## src/rtl/quad_pkg.sv

```systemverilog
// quad_pkg: shared types and the quadrature step
// classifier used by every encoder channel.
package quad_pkg;

  typedef enum logic [1:0] {
    STEP_NONE,
    STEP_CW,
    STEP_CCW,
    STEP_ILL
  } step_t;

  // Classify a move between two accepted {a,b} levels.
  function automatic step_t quad_step(
    logic [1:0] prev,
    logic [1:0] cur
  );
    step_t s;
    unique case ({prev, cur})
      4'b00_10,
      4'b10_11,
      4'b11_01,
      4'b01_00: s = STEP_CW;
      4'b00_01,
      4'b01_11,
      4'b11_10,
      4'b10_00: s = STEP_CCW;
      4'b00_11,
      4'b11_00,
      4'b01_10,
      4'b10_01: s = STEP_ILL;
      default:  s = STEP_NONE;
    endcase
    return s;
  endfunction

endpackage

```

## src/rtl/quad_channel.sv

```systemverilog
// quad_channel: one encoder channel -- synchroniser,
// glitch filter, step decode, counter, sticky error.
module quad_channel
  import quad_pkg::*;
#(
  parameter int CNT_W    = 16,
  parameter int FILT_LEN = 4
) (
  input  logic             clk,
  input  logic             reset_n,
  input  logic             a,
  input  logic             b,
  input  logic             clr,
  input  logic             err_clr,
  output logic             cw,
  output logic             ccw,
  output logic [CNT_W-1:0] pos,
  output logic             err
);

  localparam int FW = $clog2(FILT_LEN + 1);

  logic [1:0]    s1;
  logic [1:0]    s2;
  logic [1:0]    filt;
  logic [1:0]    cand;
  logic [1:0]    cand_n;
  logic [FW-1:0] fcnt;
  logic [FW-1:0] fcnt_n;
  logic [FW-1:0] cnt_nx;
  logic          primed;
  logic          acc;
  step_t         step;
  logic          cw_n;
  logic          ccw_n;
  logic          ill_n;

  // Two-flop synchroniser for the raw {a,b} pins.
  always_ff @(posedge clk or negedge reset_n) begin
    if (!reset_n) begin
      s1 <= 2'b00;
      s2 <= 2'b00;
    end else begin
      s1 <= {a, b};
      s2 <= s1;
    end
  end

  // Filter next state; until primed every sample counts,
  // so a level held since reset is accepted silently.
  always_comb begin
    cand_n = cand;
    fcnt_n = fcnt;
    cnt_nx = fcnt;
    acc    = 1'b0;
    if (primed && (s2 == filt)) begin
      fcnt_n = '0;
    end else begin
      if (s2 == cand) begin
        cnt_nx = fcnt + FW'(1);
      end else begin
        cand_n = s2;
        cnt_nx = FW'(1);
      end
      if (cnt_nx == FW'(FILT_LEN)) begin
        acc    = 1'b1;
        fcnt_n = '0;
      end else begin
        fcnt_n = cnt_nx;
      end
    end
  end

  // Filter state registers and priming flag.
  always_ff @(posedge clk or negedge reset_n) begin
    if (!reset_n) begin
      filt   <= 2'b00;
      cand   <= 2'b00;
      fcnt   <= '0;
      primed <= 1'b0;
    end else begin
      cand <= cand_n;
      fcnt <= fcnt_n;
      if (acc) begin
        filt   <= cand_n;
        primed <= 1'b1;
      end
    end
  end

  // Step decode on a primed acceptance.
  always_comb begin
    step  = STEP_NONE;
    cw_n  = 1'b0;
    ccw_n = 1'b0;
    ill_n = 1'b0;
    if (acc && primed) begin
      step = quad_step(filt, cand_n);
    end
    unique case (step)
      STEP_CW:  cw_n  = 1'b1;
      STEP_CCW: ccw_n = 1'b1;
      STEP_ILL: ill_n = 1'b1;
      default:  ;
    endcase
  end

  // Step pulses, wrapping position and sticky error.
  always_ff @(posedge clk or negedge reset_n) begin
    if (!reset_n) begin
      cw  <= 1'b0;
      ccw <= 1'b0;
      pos <= '0;
      err <= 1'b0;
    end else begin
      cw  <= cw_n;
      ccw <= ccw_n;
      if (clr) begin
        pos <= '0;
      end else if (cw_n) begin
        pos <= pos + CNT_W'(1);
      end else if (ccw_n) begin
        pos <= pos - CNT_W'(1);
      end
      err <= ill_n | (err & ~err_clr);
    end
  end

endmodule

```

## src/rtl/quad_decoder.sv

```systemverilog
// quad_decoder: N_CH independent quadrature channels,
// ports flattened per channel.
module quad_decoder #(
  parameter int N_CH     = 2,
  parameter int CNT_W    = 16,
  parameter int FILT_LEN = 4
) (
  input  logic                  clk,
  input  logic                  reset_n,
  input  logic [N_CH-1:0]       a,
  input  logic [N_CH-1:0]       b,
  input  logic [N_CH-1:0]       clr,
  input  logic [N_CH-1:0]       err_clr,
  output logic [N_CH-1:0]       cw,
  output logic [N_CH-1:0]       ccw,
  output logic [N_CH*CNT_W-1:0] pos,
  output logic [N_CH-1:0]       err
);

  for (genvar i = 0; i < N_CH; i++) begin : g_ch
    quad_channel #(
      .CNT_W   (CNT_W),
      .FILT_LEN(FILT_LEN)
    ) u_ch (
      .clk    (clk),
      .reset_n(reset_n),
      .a      (a[i]),
      .b      (b[i]),
      .clr    (clr[i]),
      .err_clr(err_clr[i]),
      .cw     (cw[i]),
      .ccw    (ccw[i]),
      .pos    (pos[i*CNT_W +: CNT_W]),
      .err    (err[i])
    );
  end

endmodule

```

## config.mk

```make
export PLATFORM = sky130hd
export DESIGN_NAME = quad_decoder
export DESIGN_NICKNAME = d
export VERILOG_FILES = /design/src/rtl/quad_pkg.sv /design/src/rtl/quad_channel.sv /design/src/rtl/quad_decoder.sv
export SDC_FILE = /design/constraint.sdc
export NUM_CORES = 1
export LEC_CHECK = 0
export ABC_AREA = 0
export CAP_MARGIN = 15
export CORE_ASPECT_RATIO = 1.1
export CORE_UTILIZATION = 35
export CTS_BUF_LIST = sky130_fd_sc_hd__clkbuf_16
export DETAILED_ROUTE_END_ITERATION = 16
export SYNTH_ARGS = -nofsm -noshare
export SYNTH_HDL_FRONTEND = slang
export SYNTH_SLANG_ARGS = --single-unit
```

## constraint.sdc

```tcl
create_clock -name clk -period 3.8 [get_ports clk]
set_input_delay 0.76 -clock clk [delete_from_list [all_inputs] [get_ports clk]]
set_output_delay 0.76 -clock clk [all_outputs]
set_load 0.02 [all_outputs]
```

==> results.cfg <==
[status]
status = finished, final reports clean

[clock_network]
cts_max_level = 3
clk_latency_ns = 0.33
cts_buffer_depth = 2
cts_num_sinks = 62
cts_tree = built
cts_root_buf = clkbuf_16
cts_buffers = 9
clkTransAtPathRegs_ns = 0.06
cts_hold_buffers = 0

[placement]
gp_congestion = 0.848
io_buffers = 47
dp.final_hpwl_um = 6950

[floorplan]
rows = 41
fp.dieArea_um2 = 12700
die_y_um = 118
core-area_um2 = 11700
ioPinCount = 48
die_x_um = 107
start_util = 0.366

[logic_synthesis]
yosys_warnings = 0
synth_top_area_frac = 0.363
ys_top_cells_by_area = dfrtp_1, ha_1, xnor2_1, a21oi_1, nand2_1
synth-edff-count = 0
ys_ff_latch = 62
ys_seq_area_frac = 0.363
syn-cell-area_um2 = 4280
yosysTopAreaCell = dfrtp_1
syn-num-nets = 491
ys.flop_type = dfrtp_1
syn_area_per_cell_um2 = 9.61
async_flop_share = 1.00
synth_cell_type_count = 74
netlist_instances = 445

[routing]
wirelength_um = 9980
drtPass1Iterations = 4
ant_nets = 0
via_per_inst = 5.27
via_count = 3553
drtIter0Drc = 120
routedWlPerCell_um = 14.8
drc_errors = 0

[min_path]
hold_path_class = input pin to asynchronous set/reset pin

[finish]
antenna-diode-count = 0
nets = 565
fill_cells = 1108
syn_to_final_growth_pct = 30.0
drive_gt1_frac = 0.191

[power]
ir_worst_vdd_v = 0.000179
power.total_uw = 2370
p_leak_uw = 0.00239
power_density_nw_per_um2 = 426

[sta]
timing.fmax_mhz = 270
finalHoldViolCount = 0
period_share = 0.973
whs_ns = 0.296
slew_violations = 0
worstMarginPinSlew_ns = 0.746
setup_violations = 0
min_period_ns = 3.70
skew_ns = 0.00975
max-slew-margin-rel = 0.501

[critical_path]
rr_worst_depth = 16
path_max_fanout = 5
endpoint_kind = register
crit_arrival_ns = 3.91
critPathLaunchType = register
required_ns = 4.02
crit_type = register to register

[run]
max_cap_violations = 0

[global_routing]
grt_pass1_wl_um = 16900
grt_pass1_vias = 3598
grt_start_max_net_pins = 47
antenna_found_initial = 0
grt_use_total = 0.166
grt-ovfl-total = 0
## worst max-delay path: stages, from the launching register on
cell and delay [ns]:
dfrtp_1 0.41, ha_4 0.19, xnor2_4 0.15, a2111oi_4 0.36, nand3_2 0.16, nor4_4 0.21, buf_4 0.18, clkinvlp_4 0.12
buf_4 0.18, ha_4 0.22, buf_4 0.15, a2bb2oi_2 0.12, and4_1 0.23, nor2_1 0.06, o41ai_2 0.25, mux2i_1 0.25
mux2_1 0.33
## kinds of logic (layout without fill, tap and decap cells)
kind of cell	Yosys count	count (layout)	synth area share
XOR/XNOR	35	35	0.0735
AO/OA/AOI/OAI	125	125	0.212
adder cells (fa/ha/maj)	36	36	0.109
buffers and inverters	37	116	0.0430
flip-flops	62	62	0.363
AND/OR/NAND/NOR	137	137	0.169
multiplexers	13	13	0.0313
## cells in the mapped netlist, types with 3 or more instances
| library cell | count |
|---|---|
| nand2_1 | 39 |
| o21a_1 | 4 |
| a211oi_2 | 3 |
| nor2_1 | 33 |
| buf_2 | 9 |
| dfrtp_1 | 62 |
| nor3b_1 | 3 |
| nand3b_1 | 3 |
| and3_1 | 8 |
| nand4b_1 | 4 |
| nand3_1 | 17 |
| clkbuf_1 | 7 |
| a31oi_1 | 6 |
| a21boi_0 | 3 |
| xor2_1 | 13 |
| a211oi_1 | 6 |
| o31ai_1 | 3 |
| nor2b_1 | 5 |
| mux2i_1 | 10 |
| a211o_1 | 3 |
| a21oi_1 | 36 |
| nor3_1 | 3 |
| xnor2_1 | 21 |
| o21ai_0 | 18 |
| ha_1 | 34 |
| a21o_1 | 11 |
| buf_4 | 7 |
| nand2b_1 | 3 |
| o21bai_1 | 5 |
| inv_1 | 11 |
## timing repair
item                       in CTS  in global routing
hold endpoints to repair        0                  0
gates cloned                    0                  1
setup endpoints to repair       2                  9
resized for setup               2                 23
pin swaps                       0                  1
buffers inserted                0                  5
## final timing paths
check	startpoint	endpoint	slack, ns
setup / recovery	g_ch[0].u_ch.fcnt[0]$_DFF_PN0_	g_ch[0].u_ch.pos[15]$_DFFE_PN0P_	0.10
hold / removal	reset_n	g_ch[0].u_ch.pos[10]$_DFFE_PN0P_	0.30
setup reg to reg	g_ch[0].u_ch.fcnt[0]$_DFF_PN0_	g_ch[0].u_ch.pos[15]$_DFFE_PN0P_	0.10
hold reg to reg	g_ch[0].u_ch.s1[1]$_DFF_PN0_	g_ch[0].u_ch.s2[1]$_DFF_PN0_	0.35
max in group asynchronous	reset_n	g_ch[1].u_ch.pos[14]$_DFFE_PN0P_	2.86
min in group clk	g_ch[0].u_ch.s1[1]$_DFF_PN0_	g_ch[0].u_ch.s2[1]$_DFF_PN0_	0.35
## cell usage in the layout (no fill, tap or decap), types with 4 or more instances in the layout
cell type        count
o21ai_0             15
o21a_1               4
nand3_1             16
o21bai_1             5
clkdlybuf4s50_1     46
buf_4               38
a211oi_1             5
a21oi_1             35
nor2_1              33
mux2i_1             10
and3_1               8
dfrtp_1             61
nand4b_1             4
nand2_1             39
clkbuf_16            9
inv_1                9
a21o_1              11
xnor2_1             20
xor2_1              13
a211oi_2             4
ha_4                 5
a31oi_1              6
o21ai_1              4
ha_1                29
clkinvlp_4           4
## sequential cells by signal, summed over array words and instances, names as in the netlist
name	count
g_ch.u_ch.primed	2
g_ch.u_ch.ccw	2
g_ch.u_ch.filt	4
g_ch.u_ch.s1	4
g_ch.u_ch.cw	2
g_ch.u_ch.s2	4
g_ch.u_ch.pos	32
g_ch.u_ch.fcnt	6
g_ch.u_ch.err	2
g_ch.u_ch.cand	4
## report_power, final
part           internal (uW)  total [uW]  switching (uW)  leakage, uW
registers                725         824            98.2     0.000824
logic                    355         713             358      0.00143
clock network            508         829             321     0.000138
total                   1590        2370             777      0.00239
## routing by layer
metal  vias up  share of wire  wire length, um  GRT usage
met1      1718           0.46             4560      0.205
li1       1767              -                -          -
met3         9          0.027              266     0.0349
met5         -              0                0          0
met2        59           0.51             5040      0.283
met4         0          0.011              105     0.0557
## cell type report
| type | instances | area [um^2] | area share |
|---|---|---|---|
| clock inverters | 7 | 75.1 | 0.0135 |
| well taps | 150 | 188 | 0.0338 |
| inverters | 12 | 45.0 | 0.00810 |
| clock buffers | 9 | 225 | 0.0405 |
| multi-input cells | 346 | 2670 | 0.481 |
| repair inverters | 1 | 7.51 | 0.00135 |
| flip-flops and latches | 62 | 1550 | 0.279 |
| repair buffers | 87 | 791 | 0.142 |
## metrics by stage
| stage | worst slack (ns) | cell area (um^2) | util | setup TNS (ns) | cells |
|---|---|---|---|---|---|
| after floorplan | 0.00498 | 4280 | - | 0 | 445 |
| after global placement | 0.0684 | 5060 | 0.432 | 0 | 651 |
| after detailed placement | -0.0899 | 5060 | 0.432 | -0.0959 | 651 |
| after CTS | 0.00872 | 5370 | 0.459 | 0 | 667 |
| after global routing | -0.0280 | 5560 | 0.475 | -0.0280 | 674 |
| final | 0.103 | 5560 | 0.475 | 0 | 674 |
Note: power is estimated with default switching activity, not from simulation.
